**config.mk**
```make
export PLATFORM = sky130hd
export DESIGN_NAME = duty_breather
export DESIGN_NICKNAME = d
export VERILOG_FILES = /design/src/rtl/pwm_pkg.sv /design/src/rtl/frame_timer.sv /design/src/rtl/duty_breather.sv
export SDC_FILE = /design/constraint.sdc
export NUM_CORES = 1
export LEC_CHECK = 0
export ABC_AREA = 0
export CORE_ASPECT_RATIO = 0.9
export CORE_MARGIN = 2
export CORE_UTILIZATION = 35
export DETAILED_ROUTE_END_ITERATION = 8
export PLACE_DENSITY = 0.5
export SYNTH_ARGS = -nofsm -noshare
export SYNTH_HDL_FRONTEND = slang
export SYNTH_HIERARCHICAL = 1
export SYNTH_SLANG_ARGS = --single-unit
```
**constraint.sdc**
```tcl
create_clock -name clk -period 7.8 [get_ports clk]
set_clock_uncertainty 0.05 [all_clocks]
set_input_delay 1.56 -clock clk [delete_from_list [all_inputs] [get_ports clk]]
set_output_delay 1.56 -clock clk [all_outputs]
set_load 0.005 [all_outputs]
```
**src/rtl/pwm_pkg.sv**
```systemverilog
// Shared types and constants for the PWM duty path.
// Latency: n/a (declarations only).
// Backpressure: n/a.
//
// Contents:
//   breathe_state_t : duty sequencer state encoding
//   PWM_PERIOD      : default PWM period in clk cycles (counter span 0..100)
package pwm_pkg;

  localparam int PWM_PERIOD = 101;

  typedef enum logic [2:0] {
    IDLE    = 3'd0,
    FIXED   = 3'd1,
    RISE    = 3'd2,
    HOLD_HI = 3'd3,
    FALL    = 3'd4,
    HOLD_LO = 3'd5
  } breathe_state_t;

endpackage

```
**src/rtl/frame_timer.sv**
```systemverilog
// PWM frame timer: counts clk cycles within a PWM period and marks frame edges.
// Latency: boundary_o is combinational from pcnt; frame_start_o is high the cycle after a boundary edge.
// Backpressure: none; free-running while en_i is high, parked at PERIOD-1 while low.
//
// Ports:
//   clk_i         : clock, rising edge
//   rst_ni        : asynchronous active-low reset
//   en_i          : run enable
//   boundary_o    : high when the coming edge closes a frame (en_i=1 and pcnt=PERIOD-1)
//   frame_start_o : one-cycle pulse in the first cycle of each frame
module frame_timer #(
  parameter int PERIOD = 101
) (
  input  logic clk_i,
  input  logic rst_ni,
  input  logic en_i,
  output logic boundary_o,
  output logic frame_start_o
);

  localparam int PCNT_W = $clog2(PERIOD);
  localparam logic [PCNT_W-1:0] PCNT_LAST = PCNT_W'(PERIOD - 1);

  logic [PCNT_W-1:0] pcnt_q, pcnt_d;
  logic              frame_start_q;

  // Parking the counter at its last value makes the first enabled edge a boundary.
  assign boundary_o = en_i && (pcnt_q == PCNT_LAST);

  always_comb begin
    pcnt_d = pcnt_q;
    if (!en_i) begin
      pcnt_d = PCNT_LAST;
    end else if (pcnt_q == PCNT_LAST) begin
      pcnt_d = '0;
    end else begin
      pcnt_d = pcnt_q + PCNT_W'(1);
    end
  end

  always_ff @(posedge clk_i or negedge rst_ni) begin
    if (!rst_ni) begin
      pcnt_q        <= PCNT_LAST;
      frame_start_q <= 1'b0;
    end else begin
      pcnt_q        <= pcnt_d;
      frame_start_q <= boundary_o;
    end
  end

  assign frame_start_o = frame_start_q;

endmodule

```
**src/rtl/duty_breather.sv**
```systemverilog
// Duty-code sequencer for the PWM stage: triangular breathing sweep or fixed pass-through.
// Latency: duty/cycle_done update on the boundary edge, aligned with frame_start.
// Backpressure: none; outputs are free-running while en is high.
//
// Ports:
//   clk, rst_n  : clock (rising edge) and asynchronous active-low reset
//   en          : run enable; low parks everything in IDLE with duty=0
//   mode        : 1 = breathe, 0 = fixed code from duty_fixed
//   duty_fixed  : fixed-mode code, sampled at frame boundaries only
//   duty        : registered duty code to the PWM stage
//   frame_start : one-cycle pulse in the first cycle of each frame
//   cycle_done  : one-cycle pulse (with frame_start) when a breathe cycle ends
module duty_breather
  import pwm_pkg::*;
#(
  parameter int DUTY_W           = 4,
  parameter int PERIOD           = PWM_PERIOD,
  parameter int PERIODS_PER_STEP = 4,
  parameter int HOLD_PERIODS     = 8
) (
  input  logic              clk,
  input  logic              rst_n,
  input  logic              en,
  input  logic              mode,
  input  logic [DUTY_W-1:0] duty_fixed,
  output logic [DUTY_W-1:0] duty,
  output logic              frame_start,
  output logic              cycle_done
);

  // fcnt only needs to reach the larger of the step and hold frame counts.
  localparam int FCNT_MAX = (PERIODS_PER_STEP > HOLD_PERIODS) ? PERIODS_PER_STEP : HOLD_PERIODS;
  localparam int FCNT_W   = (FCNT_MAX > 1) ? $clog2(FCNT_MAX) : 1;

  localparam logic [DUTY_W-1:0] DUTY_MAX  = '1;
  localparam logic [FCNT_W-1:0] STEP_LAST = FCNT_W'(PERIODS_PER_STEP - 1);
  localparam logic [FCNT_W-1:0] HOLD_LAST = FCNT_W'(HOLD_PERIODS - 1);

  breathe_state_t    state_q, state_d;
  logic [DUTY_W-1:0] duty_q, duty_d;
  logic [FCNT_W-1:0] fcnt_q, fcnt_d;
  logic              cycle_done_q, cycle_done_d;

  logic              boundary;
  logic              step_due;
  logic              hold_due;
  logic [DUTY_W-1:0] duty_up;
  logic [DUTY_W-1:0] duty_dn;
  logic [FCNT_W-1:0] fcnt_inc;

  frame_timer #(
    .PERIOD(PERIOD)
  ) u_frame_timer (
    .clk_i         (clk),
    .rst_ni        (rst_n),
    .en_i          (en),
    .boundary_o    (boundary),
    .frame_start_o (frame_start)
  );

  assign step_due = (fcnt_q == STEP_LAST);
  assign hold_due = (fcnt_q == HOLD_LAST);
  assign fcnt_inc = fcnt_q + FCNT_W'(1);

  // Saturating steps so the code can never wrap.
  assign duty_up = (duty_q == DUTY_MAX) ? duty_q : duty_q + DUTY_W'(1);
  assign duty_dn = (duty_q == '0)       ? duty_q : duty_q - DUTY_W'(1);

  always_comb begin
    state_d      = state_q;
    duty_d       = duty_q;
    fcnt_d       = fcnt_q;
    cycle_done_d = 1'b0;

    if (!en) begin
      state_d = IDLE;
      duty_d  = '0;
      fcnt_d  = '0;
    end else if (boundary) begin
      // Fixed mode wins over any step or hold in progress.
      if (!mode) begin
        state_d = FIXED;
        duty_d  = duty_fixed;
        fcnt_d  = '0;
      end else begin
        case (state_q)
          IDLE, FIXED: begin
            state_d = RISE;
            duty_d  = '0;
            fcnt_d  = '0;
          end
          RISE: begin
            if (step_due) begin
              fcnt_d = '0;
              duty_d = duty_up;
              if (duty_up == DUTY_MAX) begin
                state_d = HOLD_HI;
              end
            end else begin
              fcnt_d = fcnt_inc;
            end
          end
          HOLD_HI: begin
            if (hold_due) begin
              state_d = FALL;
              fcnt_d  = '0;
            end else begin
              fcnt_d = fcnt_inc;
            end
          end
          FALL: begin
            if (step_due) begin
              fcnt_d = '0;
              duty_d = duty_dn;
              if (duty_dn == '0) begin
                state_d = HOLD_LO;
              end
            end else begin
              fcnt_d = fcnt_inc;
            end
          end
          HOLD_LO: begin
            if (hold_due) begin
              state_d      = RISE;
              fcnt_d       = '0;
              cycle_done_d = 1'b1;
            end else begin
              fcnt_d = fcnt_inc;
            end
          end
          default: begin
            state_d = IDLE;
            duty_d  = '0;
            fcnt_d  = '0;
          end
        endcase
      end
    end
  end

  always_ff @(posedge clk or negedge rst_n) begin
    if (!rst_n) begin
      state_q      <= IDLE;
      duty_q       <= '0;
      fcnt_q       <= '0;
      cycle_done_q <= 1'b0;
    end else begin
      state_q      <= state_d;
      duty_q       <= duty_d;
      fcnt_q       <= fcnt_d;
      cycle_done_q <= cycle_done_d;
    end
  end

  assign duty       = duty_q;
  assign cycle_done = cycle_done_q;

endmodule

```
# After elaboration in Yosys (flattened, before gate mapping)
# Cells that the tools add are included.
# classes
addsub,4
eq_ne,18
n_mux,31
reduce_logical,9
# ops
cell,count
3-bit 2-to-1 mux,14
4-bit 2-to-1 mux,7
4-bit inequality test (second input constant),6
3-bit case mux with 5 select lines,1
7-bit 2-to-1 mux,2
4-bit case mux with 3 select lines,1
3-bit by 2-bit == test with 1-bit output (second input constant),3
3-bit == test (second input constant),3
4-bit == test (second input constant),2
4-bit zero test,2
7-bit by 1-bit adder with 7-bit output (second input constant),1
7-bit == test (second input constant),1
7-bit AND reduction,1
3-bit case mux with 2 select lines,1
2-bit OR reduction,3
1-bit 2-to-1 mux,5
4-bit by 1-bit adder with 4-bit output (second input constant),1
4-bit AND reduction,1
4-bit by 1-bit subtractor with 4-bit output (second input constant),1
3-bit by 1-bit adder with 3-bit output (second input constant),1
3-bit by 1-bit == test with 1-bit output (second input constant),1
3-bit zero test,1
3-bit inequality test (second input constant),1
2-bit by 1-bit inequality test with 1-bit output (second input constant),1
1-bit logical AND,1
# word_totals
register_bits,19
inputBits,8

# Logic depth before layout (Yosys ltp)
# Gate-level depths: netlist (run 1).
# depth
word_depth,9
ltp_mapped,11
ltp_nobuf,10

# Cells and area by module
# The synthesis (run 1) kept the hierarchy.
# modules_own_cells
module,instances,cells_per_inst,area_each_um2,seq_area_each_um2
duty_breather,1,120,982.2,275.3
frame_timer,1,38,422.9,203.9

# Worst setup path after synthesis (run 1)
# No wires, ideal clock.
# synth_timing
path_type,input to register
start,input en
end,register state_q[2]
arrival_ps,2693
required_ps,7624
path_slack_ps,4931
path_stages,6
n_path_buf,1
path_cell_list,and2_1 > clkbuf_1 > or2b_1 > o31ai_1 > nor3_1 > a221o_1
# synth_between
elab_chain_len,3
elab_cells_between_ends,10
# synth_rtl
item,line,source
from (decl),duty_breather.sv:23,"input logic en,"
1-bit logical AND,frame_timer.sv:28,assign boundary_o = en_i && (pcnt_q == PCNT_LAST);
2-bit by 1-bit inequality test with 1-bit output (no line),-,
7-bit AND reduction (no line),-,
to (signal assigned),duty_breather.sv:148,state_q <= state_d;
to (decl),duty_breather.sv:39,"breathe_state_t state_q, state_d;"
# Several ways; a longest one is shown, not always the timed one.
# A chain may end at the register's enable or synchronous reset.

# Final worst setup path (run 1)
# layout_timing
start,input en
end,register duty_q[3] (netlist: duty[3])
# layout_between
elab_chain_len,3
elab_cells_between_ends,7
# layout_rtl
item,line,source
1-bit logical AND,frame_timer.sv:28,
2-bit by 1-bit inequality test with 1-bit output (no line),-,
4-bit AND reduction (no line),-,
to (signal assigned),duty_breather.sv:149,duty_q <= duty_d;
to (decl),duty_breather.sv:40,"logic [DUTY_W-1:0] duty_q, duty_d;"
# Several ways; a longest one is shown, not always the timed one.

==> results of run 1 <==
-- layout make-up --
type	instances	share of cell area
multi-input cells	122	0.532
flip-flops and latches	19	0.300
repair buffers	13	0.0815
well taps	46	0.0361
clock buffers	3	0.0259
inverters	9	0.0212
clock inverters	1	0.00313
-- cell usage in the layout (no fill, tap or decap), drive strengths merged, types with 2 or more instances in the layout --
cell	Yosys	layout
o22ai	3	3
o31ai	4	4
clkdlybuf4s50	0	13
a21oi	6	6
nand4	5	5
xor2	2	2
clkbuf	6	3
ha	8	8
nand2	9	9
nand2b	9	9
a31oi	2	2
nand3	5	5
dfrtp	16	16
and2	2	2
nor2	11	11
mux2i	4	4
a21boi	2	2
nor4	2	2
o21ai	10	10
nor2b	6	6
nand3b	3	3
inv	9	9
nor3	9	9
a211oi	3	3
dfstp	3	3
xnor2	4	4
-- cell families (layout without fill, tap and decap cells) --
logic type	Yosys count	count (layout)
and+or+nand+nor	67	67
AOI/OAI and AO/OA	37	37
DFF	19	19
buffers and inverters	17	26
adders and majority gates	8	8
xor gates and xnor gates	6	6
muxes	4	4
-- power by group through the flow --
| stage | clock network [mW] | registers (mW) | logic (mW) |
|---|---|---|---|
| 5_1_grt | 0.0782 | 0.165 | 0.176 |
| 3_3_place_gp | 0 | 0.162 | 0.153 |
| 2_1_floorplan | 0 | 0.145 | 0.132 |
| 3_5_place_dp | 0 | 0.163 | 0.157 |
| 4_1_cts | 0.0742 | 0.161 | 0.157 |
| 6_report | 0.0709 | 0.162 | 0.157 |
-- sequential cells by signal, indices dropped and copies added (netlist names) --
| register | cells |
|---|---|
| u_frame_timer/pcnt_q | 7 |
| duty | 4 |
| fcnt_q | 3 |
| state_q | 3 |
| cycle_done | 1 |
| u_frame_timer/frame_start_o | 1 |
-- worst reg2reg max path, delay by kind of cell, from the launching register on --
kind / cells / cell delay [ns]
AO/OA/AOI/OAI: 4 / 0.86
AND/OR/NAND/NOR: 2 / 0.79
flip-flops: 1 / 0.51
adder cells (fa/ha/maj): 1 / 0.27
buffers and inverters: 1 / 0.20
-- per-layer routing --
layer  up-vias  wire, um  share of wire  GRT usage
li1        586         -              -          -
met1       573      1610           0.52      0.207
met2        24      1350           0.44      0.217
met3         2       135          0.043     0.0394
met4         0         8         0.0026     0.0283
met5         -         0              0          0
-- path summary, 6_finish.rpt --
kind / start / to / slack [ns]
worst max register to register: duty[0] / state_q[2] / 5.03
worst min register to register: u_frame_timer/pcnt_q[0] / u_frame_timer/pcnt_q[0] / 0.44
worst max-delay path: en / duty[3] / 4.27
max in group asynchronous: rst_n / duty[0] / 5.41
min in group asynchronous: rst_n / cycle_done / 1.74
worst min-delay path: u_frame_timer/pcnt_q[0] / u_frame_timer/pcnt_q[0] / 0.44
-- per-stage QoR --
stage	setup WS, ns	hold slack [ns]	cells	utilization	total power [mW]
detailed placement	4.01	0.436	209	0.410	0.319
finish	4.27	0.444	213	0.422	0.389
global placement	4.09	0.431	209	0.410	0.315
global route	4.02	0.475	213	0.422	0.419
CTS	4.27	0.446	213	0.422	0.392
floorplan	4.93	0.401	158	-	0.278
==> summary.md, run 1 <==
| Metric | Value |
|---|---|
| Crit path largest cell delay | `0.82 ns` |
| Yosys reg bits | `19` |
| Maximum number of pins on one net before global-route repair | `20` |
| Post-synthesis mux area share | `0.0285` |
| Number of enable flip-flop cells after synthesis | `0` |
| Part of the power in registers | `0.415` |
| Row Count | `21` |
| Cell chosen for the clock root | `clkbuf_8` |
| Post-synthesis xor/xnor area fraction | `0.0374` |
| Most common cell in the synthesized netlist | `dfrtp_1` |
| Critical-path cell with the highest stage delay | `clkdlybuf4s50_1` |
| Portion of synthesized cell area occupied by the leading cell type | `0.285` |
| Crit path max-delay family | `buffers and inverters` |
| Synthesized-area fraction occupied by ao, oa, aoi and oai cells | `0.183` |
| Detail Placement HPWL | `2290 um` |
| Run status | `finished, final reports clean` |
| Count of warnings emitted by yosys | `6` |
| Gate count of the mapped netlist | `158` |
| Number of distinct library cells after synthesis | `44` |
| Total number of vias | `1185` |
| Htree depth | `1` |
| First-pass GRT wire length | `5280 um` |
| Total of fill cells in the finished design | `382` |
| Post-route cell area | `0.00160 sq mm` |
| Number of global-route vias before repair | `1122` |
| Total of buffers placed on input and output ports | `13` |
| Top area cells in the synthesized netlist | `dfrtp_1 28%, ha_1 7.1%, dfstp_2 5.6%` |
| Startpoint types | `input port` |
| Worst-case headroom to the max-slew limit | `0.415` |
| Average instance area after synthesis | `8.89 sq um` |
| Boundary Pins | `14` |
| Area used by sequential logic in the layout | `479 sq um` |
| Final setup viols | `0` |
| Ant. Diodes | `0` |
| Post-Syn Area | `0.00141 sq mm` |
| Final GP Congestion | `0.806` |
| Number of nets with antenna violations after routing | `0` |
| Sequential-to-total area share from yosys stat | `0.341` |
| Crit path required time | `7.88 ns` |
| GRT Residual Overflow | `0` |
| Clock power share | `0.182` |
| Final period util | `0.453` |
| Iteration count of the initial detailed-routing pass | `4` |
| WS Path Type | `input port to flop` |
| Fraction of the mapped netlist area in simple logic gates | `0.285` |
| Proportion of synthesized flip-flops having asynchronous set or reset | `1.00` |
| Comb pwr share | `0.403` |
| Top post-synthesis cells by count | `16 x dfrtp_1, 10 x nor2_1` |
| Worst path cell trace | `clkdlybuf4s50_1 > nand2_1 > o31ai_1 > inv_1 > nand2_1 > o21ai_0` |
| Achievable clock frequency | `283 MHz` |
| Area Growth Syn to Fin | `13.6%` |
| Leakage | `0.646 nW` |
| Post-cts hold buffer count | `0` |
| Worst hold path depth | `1` |
| Setup TNS | `0 ns` |
| CTS Sinks | `19` |
| Type of the tightest min-delay check | `flop to flop` |
| Nets in the synthesized netlist | `174` |
| Cts bufs inserted | `3` |
| Later-pin clock latency in the skew report | `0.26 ns` |
| Area after detailed placement | `0.00155 sq mm` |
| Max Transition Viols Final | `0` |
| Width of the chip | `70.8 um` |
| Most instantiated flip-flop cell in the synthesis netlist | `dfrtp_1` |
| Antenna violations before repair | `0` |
| Main combinational cell family by area after synthesis | `simple AND/OR/NAND/NOR gates` |
| CP Buf/Inv Count | `2` |
| Net Switching | `0.153 mW` |
| Max-capacitance violation count | `0` |
| Cell depth of the worst flop-to-flop path | `8` |
| Number of resized instances in the post-cts repair step | `0` |
| Area leader, netlist | `dfrtp_1` |
| Vias/cell | `5.56` |
| Cell repeated most along the worst path | `nand2_1` |
| Die Outline Area | `0.00454 sq mm` |
| All-Layer GR Usage | `0.144` |
| Unrepaired setup endpoints after global routing | `no` |
| Worst-path maximum fanout | `17` |
| Longest Clk Path Bufs | `2` |
| Kind of end point of the critical path | `flop` |
| Vertical extent of the die | `64.1 um` |
| Initial core utilization | `0.371` |
| WP depth | `6` |
| Core Area | `0.00378 sq mm` |
| Routed wire length per instance | `14.6 um` |
| Setup Fix Bufs, Post-CTS | `0` |
| Largest voltage drop on the vdd net | `99.0 uV` |
| Detailed Route Iter0 Violations | `112` |
| Switching share of power | `0.392` |
| Min cycle time layout | `3.53 ns` |
| Area of the multi-input gates | `850 sq um` |
| Hold Fails Final Rpt | `0` |
| Critical path arrival | `3.62 ns` |
| Worst Max-Slew Pin Slew | `0.875 ns` |
| Clock slew at reported path FFs | `0.07 ns` |
| Nets@finish | `184` |
| Routed WL | `3110 um` |
| TritonCTS clock tree | `built` |
| Drt drc | `0` |
| Total internal power | `0.237 mW` |
| P per Cell Area | `244 mW/mm^2` |
| Adder-cell share of the synthesized area | `0.0712` |
| Layout cells sized above 1 | `0.0838` |
No activity file was read; power rests on OpenSTA's default activity.
==> inputs of run 2 (changes only) <==
==> constraint.sdc (replaced) <==
create_clock -name clk -period 3.35 [get_ports clk]
set_clock_uncertainty 0.05 [all_clocks]
set_input_delay 0.67 -clock clk [delete_from_list [all_inputs] [get_ports clk]]
set_output_delay 0.67 -clock clk [all_outputs]
set_load 0.005 [all_outputs]
==> run 2 against run 1 <==
  * Sequential power is 130% higher
  * Clock power increased by 130%
  * Via count shrank 1.4%
  * Critical endpoint is now state_q[2]
  * Combinational power increased by 140%
  * Register-to-register slack worse by 4.4 ns
  * Die area is the same
  * Routed wire length shrank 0.23%
  * Critical path type is now flop to flop
==> summary.md, run 2 (same netlist as run 1, synthesis figures left out) <==
| Metric | Value |
|---|---|
| Cell chosen for the clock root | `clkbuf_8 (unchanged)` |
| Routed wire length per instance | `14.4 um (was 14.6 um)` |
| Min cycle time layout | `2.73 ns` |
| Commonest non-fill, non-tap cell in the layout | `dfrtp_1 (unchanged)` |
| Number of flip-flops in the largest register | `7 (unchanged)` |
| Core Area | `0.00378 sq mm (unchanged)` |
| Startpoint types | `flop (was input port)` |
| Worst-case headroom to the max-slew limit | `0.351 (was 0.415)` |
| Area after detailed placement | `0.00157 sq mm (was 0.00155 sq mm)` |
| Setup Fix Bufs, Post-CTS | `0 (unchanged)` |
| Vertical extent of the die | `64.1 um (unchanged)` |
| Later-pin clock latency in the skew report | `0.25 ns (was 0.26 ns)` |
| Cell depth of the worst flop-to-flop path | `8 (unchanged)` |
| Hold Fails Final Rpt | `0 (unchanged)` |
| Post-cts hold buffer count | `0 (unchanged)` |
| Worst-path maximum fanout | `9 (was 17)` |
| Final GP Congestion | `0.849 (was 0.806)` |
| CTS Sinks | `19 (unchanged)` |
| Ant. Diodes | `0 (unchanged)` |
| Achievable clock frequency | `367 MHz` |
| Row Count | `21 (unchanged)` |
| Width of the chip | `70.8 um (unchanged)` |
| Antenna violations before repair | `0 (unchanged)` |
| Detail Placement HPWL | `2260 um (was 2290 um)` |
| P per Cell Area | `559 mW/mm^2 (was 244 mW/mm^2)` |
| Total number of vias | `1169 (was 1185)` |
| All-Layer GR Usage | `0.142 (was 0.144)` |
| Smallest setup slack after layout | `0.624 ns (was 4.27 ns)` |
| Die Outline Area | `0.00454 sq mm (unchanged)` |
| Iteration count of the initial detailed-routing pass | `4 (unchanged)` |
| Total of fill cells in the finished design | `379 (was 382)` |
| Clock slew at reported path FFs | `0.08 ns (was 0.07 ns)` |
| Top library cells by usage in the layout, fill and taps aside | `16 x dfrtp_1, 13 x clkdlybuf4s50_1, 10 x nor2_1 (unchanged)` |
| Largest voltage drop on the vdd net | `197 uV (was 99.0 uV)` |
| Initial core utilization | `0.371 (unchanged)` |
| Final core occ | `0.428 (was 0.422)` |
| Cts bufs inserted | `3 (unchanged)` |
| Drt drc | `0 (unchanged)` |
| Setup TNS | `0 ns (unchanged)` |
| Total of buffers placed on input and output ports | `13 (unchanged)` |
| Worst Max-Slew Pin Slew | `0.970 ns (was 0.875 ns)` |
| Number of nets with antenna violations after routing | `0 (unchanged)` |
| Biggest register | `u_frame_timer/pcnt_q (unchanged)` |
| Routed WL | `3100 um (was 3110 um)` |
| Boundary Pins | `14 (unchanged)` |
| Leakage | `0.660 nW (was 0.646 nW)` |
| Worst hold path depth | `1 (unchanged)` |
| Unrepaired setup endpoints after global routing | `no (unchanged)` |
| Run status | `finished, final reports clean (unchanged)` |
| Longest Clk Path Bufs | `2 (unchanged)` |
| Htree depth | `1 (unchanged)` |
| Max-capacitance violation count | `0 (unchanged)` |
| Kind of end point of the critical path | `flop (unchanged)` |
| Pre-CTS worst setup slack | `0.642 ns (was 4.01 ns)` |
| Number of resized instances in the post-cts repair step | `0 (unchanged)` |
| GRT Residual Overflow | `0 (unchanged)` |
| TritonCTS clock tree | `built (unchanged)` |
| Type of the tightest min-delay check | `flop to flop (unchanged)` |
| Vias/cell | `5.41 (was 5.56)` |
| Worst hold slack after final layout | `0.436 ns (was 0.444 ns)` |
| First-pass GRT wire length | `5170 um (was 5280 um)` |
| Post-route cell area | `0.00162 sq mm (was 0.00160 sq mm)` |
| Overall power consumption | `0.906 mW (was 0.389 mW)` |
| WS Path Type | `flop to flop (was input port to flop)` |
| Non-Filler Instances | `216 (was 213)` |
| Maximum number of pins on one net before global-route repair | `20 (unchanged)` |
| # placed instances | `212 (was 209)` |
| Crit path required time | `3.44 ns (was 7.88 ns)` |
| Area Growth Syn to Fin | `15.2% (was 13.6%)` |
| Detailed Route Iter0 Violations | `81 (was 112)` |
| Layout cells sized above 1 | `0.100 (was 0.0838)` |
| Nets@finish | `187 (was 184)` |
| Number of global-route vias before repair | `1102 (was 1122)` |
| Critical path arrival | `2.82 ns (was 3.62 ns)` |
| Final period util | `0.814` |
| Max Transition Viols Final | `0 (unchanged)` |
| Final setup viols | `0 (unchanged)` |
[run 2: cell types whose count changed in the layout (fill, tap and decap cells not counted)]
cell / delta
buf_4: +3
[run 2: final cells by class]
class	count	area (sq um)	share of cell area
multi-input combinational	122	850	0.525
sequential	19	479	0.296
timing repair buffer	16	153	0.0943
tap	46	57.6	0.0355
clock buffer	3	41.3	0.0255
inverter	9	33.8	0.0209
clock inverter	1	5.00	0.00309
[run 2: routing by layer]
layer / wire (um) / global-route usage
met4: 16 / 0.0307
met1: 1640 / 0.205
met2: 1300 / 0.217
met5: 0 / 0
met3: 137 / 0.0331
[run 2: worst paths after layout]
path	start	to	slack (ns)
setup reg to reg	duty[0]	state_q[2]	0.62
hold / removal	u_frame_timer/pcnt_q[0]	u_frame_timer/pcnt_q[0]	0.44
max in group asynchronous	rst_n	duty[3]	1.76
min in group asynchronous	rst_n	state_q[2]	0.90
setup / recovery	duty[0]	state_q[2]	0.62
hold reg to reg	u_frame_timer/pcnt_q[0]	u_frame_timer/pcnt_q[0]	0.44
[run 2: worst max-delay path: stages, from the launching register on]
cell	delay (ns)
dfrtp_1	0.50
inv_1	0.19
ha_1	0.25
nor4b_4	0.22
a31oi_1	0.07
o311a_1	0.32
or4_4	0.57
a2bb2oi_2	0.16
a221o_1	0.29
[run 2: power by group]
| part | leakage [nW] | internal (mW) | total [mW] | switching (mW) |
|---|---|---|---|---|
| clock | 0.0255 | 0.0826 | 0.162 | 0.0793 |
| combinational | 0.385 | 0.183 | 0.371 | 0.188 |
| sequential | 0.249 | 0.290 | 0.372 | 0.0824 |
==> inputs of run 3 (changes only) <==
==> constraint.sdc (replaced) <==
create_clock -name clk -period 2.6 [get_ports clk]
set_clock_uncertainty 0.05 [all_clocks]
set_input_delay 0.52 -clock clk [delete_from_list [all_inputs] [get_ports clk]]
set_output_delay 0.52 -clock clk [all_outputs]
set_load 0.005 [all_outputs]
==> run 3 against run 2 <==
  * First-iteration DRC count is 52% higher
  * Critical path depth stayed put
  * Worst setup slack worse by 0.48 ns
  * Sequential power is 21% higher
  * Die area stayed put
  * Power is 32% higher
  * Via count is 2.5% higher
  * Largest cell class unchanged
  * Highest routed layer unchanged
==> summary.md, run 3 (same netlist as run 1, synthesis figures left out) <==
| Metric | Value |
|---|---|
| Run status | `finished, final reports clean (unchanged)` |
| Worst path cell trace | `inv_1 > ha_1 > nor4b_4 > a31oi_1 > o311a_1 > or4_4 > a2bb2oi_2 > a221o_1 (unchanged)` |
| Hold Fails Final Rpt | `0 (unchanged)` |
| Worst reg2reg endpoint | `state_q[2] (unchanged)` |
| Die Outline Area | `0.00454 sq mm (unchanged)` |
| Crit path largest cell delay | `0.56 ns (was 0.57 ns)` |
| Register-to-register setup slack | `0.14 ns (was 0.62 ns)` |
| Critical-path cell with the highest stage delay | `or4_4 (unchanged)` |
| Final setup viols | `0 (unchanged)` |
| Kind of end point of the critical path | `flop (unchanged)` |
| Worst hold path depth | `1 (unchanged)` |
| Setup TNS | `0 ns (unchanged)` |
| Leakage | `0.702 nW (was 0.660 nW)` |
| Routed WL | `3130 um (was 3100 um)` |
| Cts bufs inserted | `3 (unchanged)` |
| Vias/cell | `5.32 (was 5.41)` |
| Critical path arrival | `2.55 ns (was 2.82 ns)` |
| Cell chosen for the clock root | `clkbuf_8 (unchanged)` |
| Crit path max-delay family | `compound AO/OA/AOI/OAI gates (unchanged)` |
| Core Area | `0.00378 sq mm (unchanged)` |
| Max Transition Viols Final | `0 (unchanged)` |
| Width of the chip | `70.8 um (unchanged)` |
| Layout cells sized above 1 | `0.140 (was 0.100)` |
| Iteration count of the initial detailed-routing pass | `4 (unchanged)` |
| Reg-to-Reg Start | `duty[1] (was duty[0])` |
| Top library cells by usage in the layout, fill and taps aside | `16 x dfrtp_1, 13 x clkdlybuf4s50_1, 12 x buf_4 (was 16 x dfrtp_1, 13 x clkdlybuf4s50_1, 10 x nor2_1)` |
| Worst hold slack after final layout | `0.433 ns (was 0.436 ns)` |
| Net Switching | `0.452 mW (was 0.350 mW)` |
| Total number of vias | `1198 (was 1169)` |
| Boundary Pins | `14 (unchanged)` |
| Number of global-route vias before repair | `1102 (unchanged)` |
| Worst Max-Slew Pin Slew | `0.698 ns (was 0.970 ns)` |
| Total internal power | `0.744 mW (was 0.556 mW)` |
| Comb pwr share | `0.448 (was 0.410)` |
| Maximum number of pins on one net before global-route repair | `20 (unchanged)` |
| Clock power share | `0.174 (was 0.179)` |
| Vertical extent of the die | `64.1 um (unchanged)` |
| Initial core utilization | `0.371 (unchanged)` |
| Achievable clock frequency | `407 MHz (was 367 MHz)` |
| CTS Sinks | `19 (unchanged)` |
| TritonCTS clock tree | `built (unchanged)` |
| Crit path required time | `2.69 ns (was 3.44 ns)` |
| Total of buffers placed on input and output ports | `13 (unchanged)` |
| Worst-path maximum fanout | `5 (was 9)` |
| Part of the power in registers | `0.378 (was 0.411)` |
| Switching share of power | `0.378 (was 0.386)` |
| Number of resized instances in the post-cts repair step | `0 (unchanged)` |
| Type of the tightest min-delay check | `flop to flop (unchanged)` |
| End of the worst hold path | `u_frame_timer/pcnt_q[0] (unchanged)` |
| Nets@finish | `196 (was 187)` |
| Clock slew at reported path FFs | `0.07 ns (was 0.08 ns)` |
| Detail Placement HPWL | `2390 um (was 2260 um)` |
| Longest Clk Path Bufs | `2 (unchanged)` |
| Startpoint types | `flop (unchanged)` |
| Drt drc | `0 (unchanged)` |
| Final GP Congestion | `0.850 (was 0.849)` |
| Commonest non-fill, non-tap cell in the layout | `dfrtp_1 (unchanged)` |
| Htree depth | `1 (unchanged)` |
| Worst Min Path Start | `u_frame_timer/pcnt_q[0] (unchanged)` |
| Later-pin clock latency in the skew report | `0.26 ns (was 0.25 ns)` |
| Ant. Diodes | `0 (unchanged)` |
| WS Path Type | `flop to flop (unchanged)` |
| Post-cts hold buffer count | `0 (unchanged)` |
| Number of nets with antenna violations after routing | `0 (unchanged)` |
| P per Cell Area | `709 mW/mm^2 (was 559 mW/mm^2)` |
| Routed wire length per instance | `13.9 um (was 14.4 um)` |
| First-pass GRT wire length | `5380 um (was 5170 um)` |
| Antenna violations before repair | `0 (unchanged)` |
| Largest voltage drop on the vdd net | `313 uV (was 197 uV)` |
| Unrepaired setup endpoints after global routing | `no (unchanged)` |
| Final period util | `0.945 (was 0.814)` |
| CP Buf/Inv Count | `1 (unchanged)` |
| Max-capacitance violation count | `0 (unchanged)` |
| Row Count | `21 (unchanged)` |
| Number of flip-flops in the largest register | `7 (unchanged)` |
| Setup Fix Bufs, Post-CTS | `0 (unchanged)` |
| Area Growth Syn to Fin | `19.9% (was 15.2%)` |
| GRT Residual Overflow | `0 (unchanged)` |
| Cell depth of the worst flop-to-flop path | `8 (unchanged)` |
| Biggest register | `u_frame_timer/pcnt_q (unchanged)` |
| All-Layer GR Usage | `0.148 (was 0.142)` |
| Detailed Route Iter0 Violations | `123 (was 81)` |
| Worst-case headroom to the max-slew limit | `0.531 (was 0.351)` |
| Min cycle time layout | `2.46 ns (was 2.73 ns)` |
-- run 3: layout make-up --
class	count	area, sq um
Fill cell	390	2100
Multi-Input combinational cell	122	850
Sequential cell	19	479
Timing Repair Buffer	25	220
Tap cell	46	57.6
Clock buffer	4	45.0
Inverter	9	33.8
-- run 3: routing by layer --
layer	global-route usage	vias up	share of wire
met4	0.0212	0	0.0026
met5	0	-	0
li1	-	611	-
met1	0.222	563	0.53
met2	0.218	22	0.42
met3	0.0379	2	0.043
-- run 3: through the flow --
stage,power (mW),worst slack [ns],cells,utilization,cell area (sq um)
after CTS,1.21,0.142,225,0.445,1690
after global placement,0.989,0.194,221,0.434,1640
after detailed placement,0.991,0.169,221,0.434,1640
after global routing,1.29,0.0231,225,0.445,1690
final,1.20,0.142,225,0.445,1690
after floorplan,0.834,0.0226,158,-,1410
-- run 3: power by group through the flow --
stage / Clock [mW] / Sequential (mW) / Combinational [mW]
floorplan: 0 / 0.436 / 0.397
global placement: 0 / 0.455 / 0.534
detailed placement: 0 / 0.455 / 0.537
CTS: 0.220 / 0.451 / 0.537
global route: 0.230 / 0.463 / 0.601
finish: 0.208 / 0.451 / 0.536
-- run 3: worst max path at each step --
stage	startpoint	end	slack, ns	cells past startpoint
finish	duty[1]	state_q[2]	0.14	8
CTS	duty[1]	state_q[2]	0.14	8
global route	duty[1]	state_q[2]	0.02	8
floorplan	duty[0]	state_q[2]	0.02	9
global placement	duty[1]	state_q[2]	0.19	8
detailed placement	duty[1]	state_q[2]	0.17	8
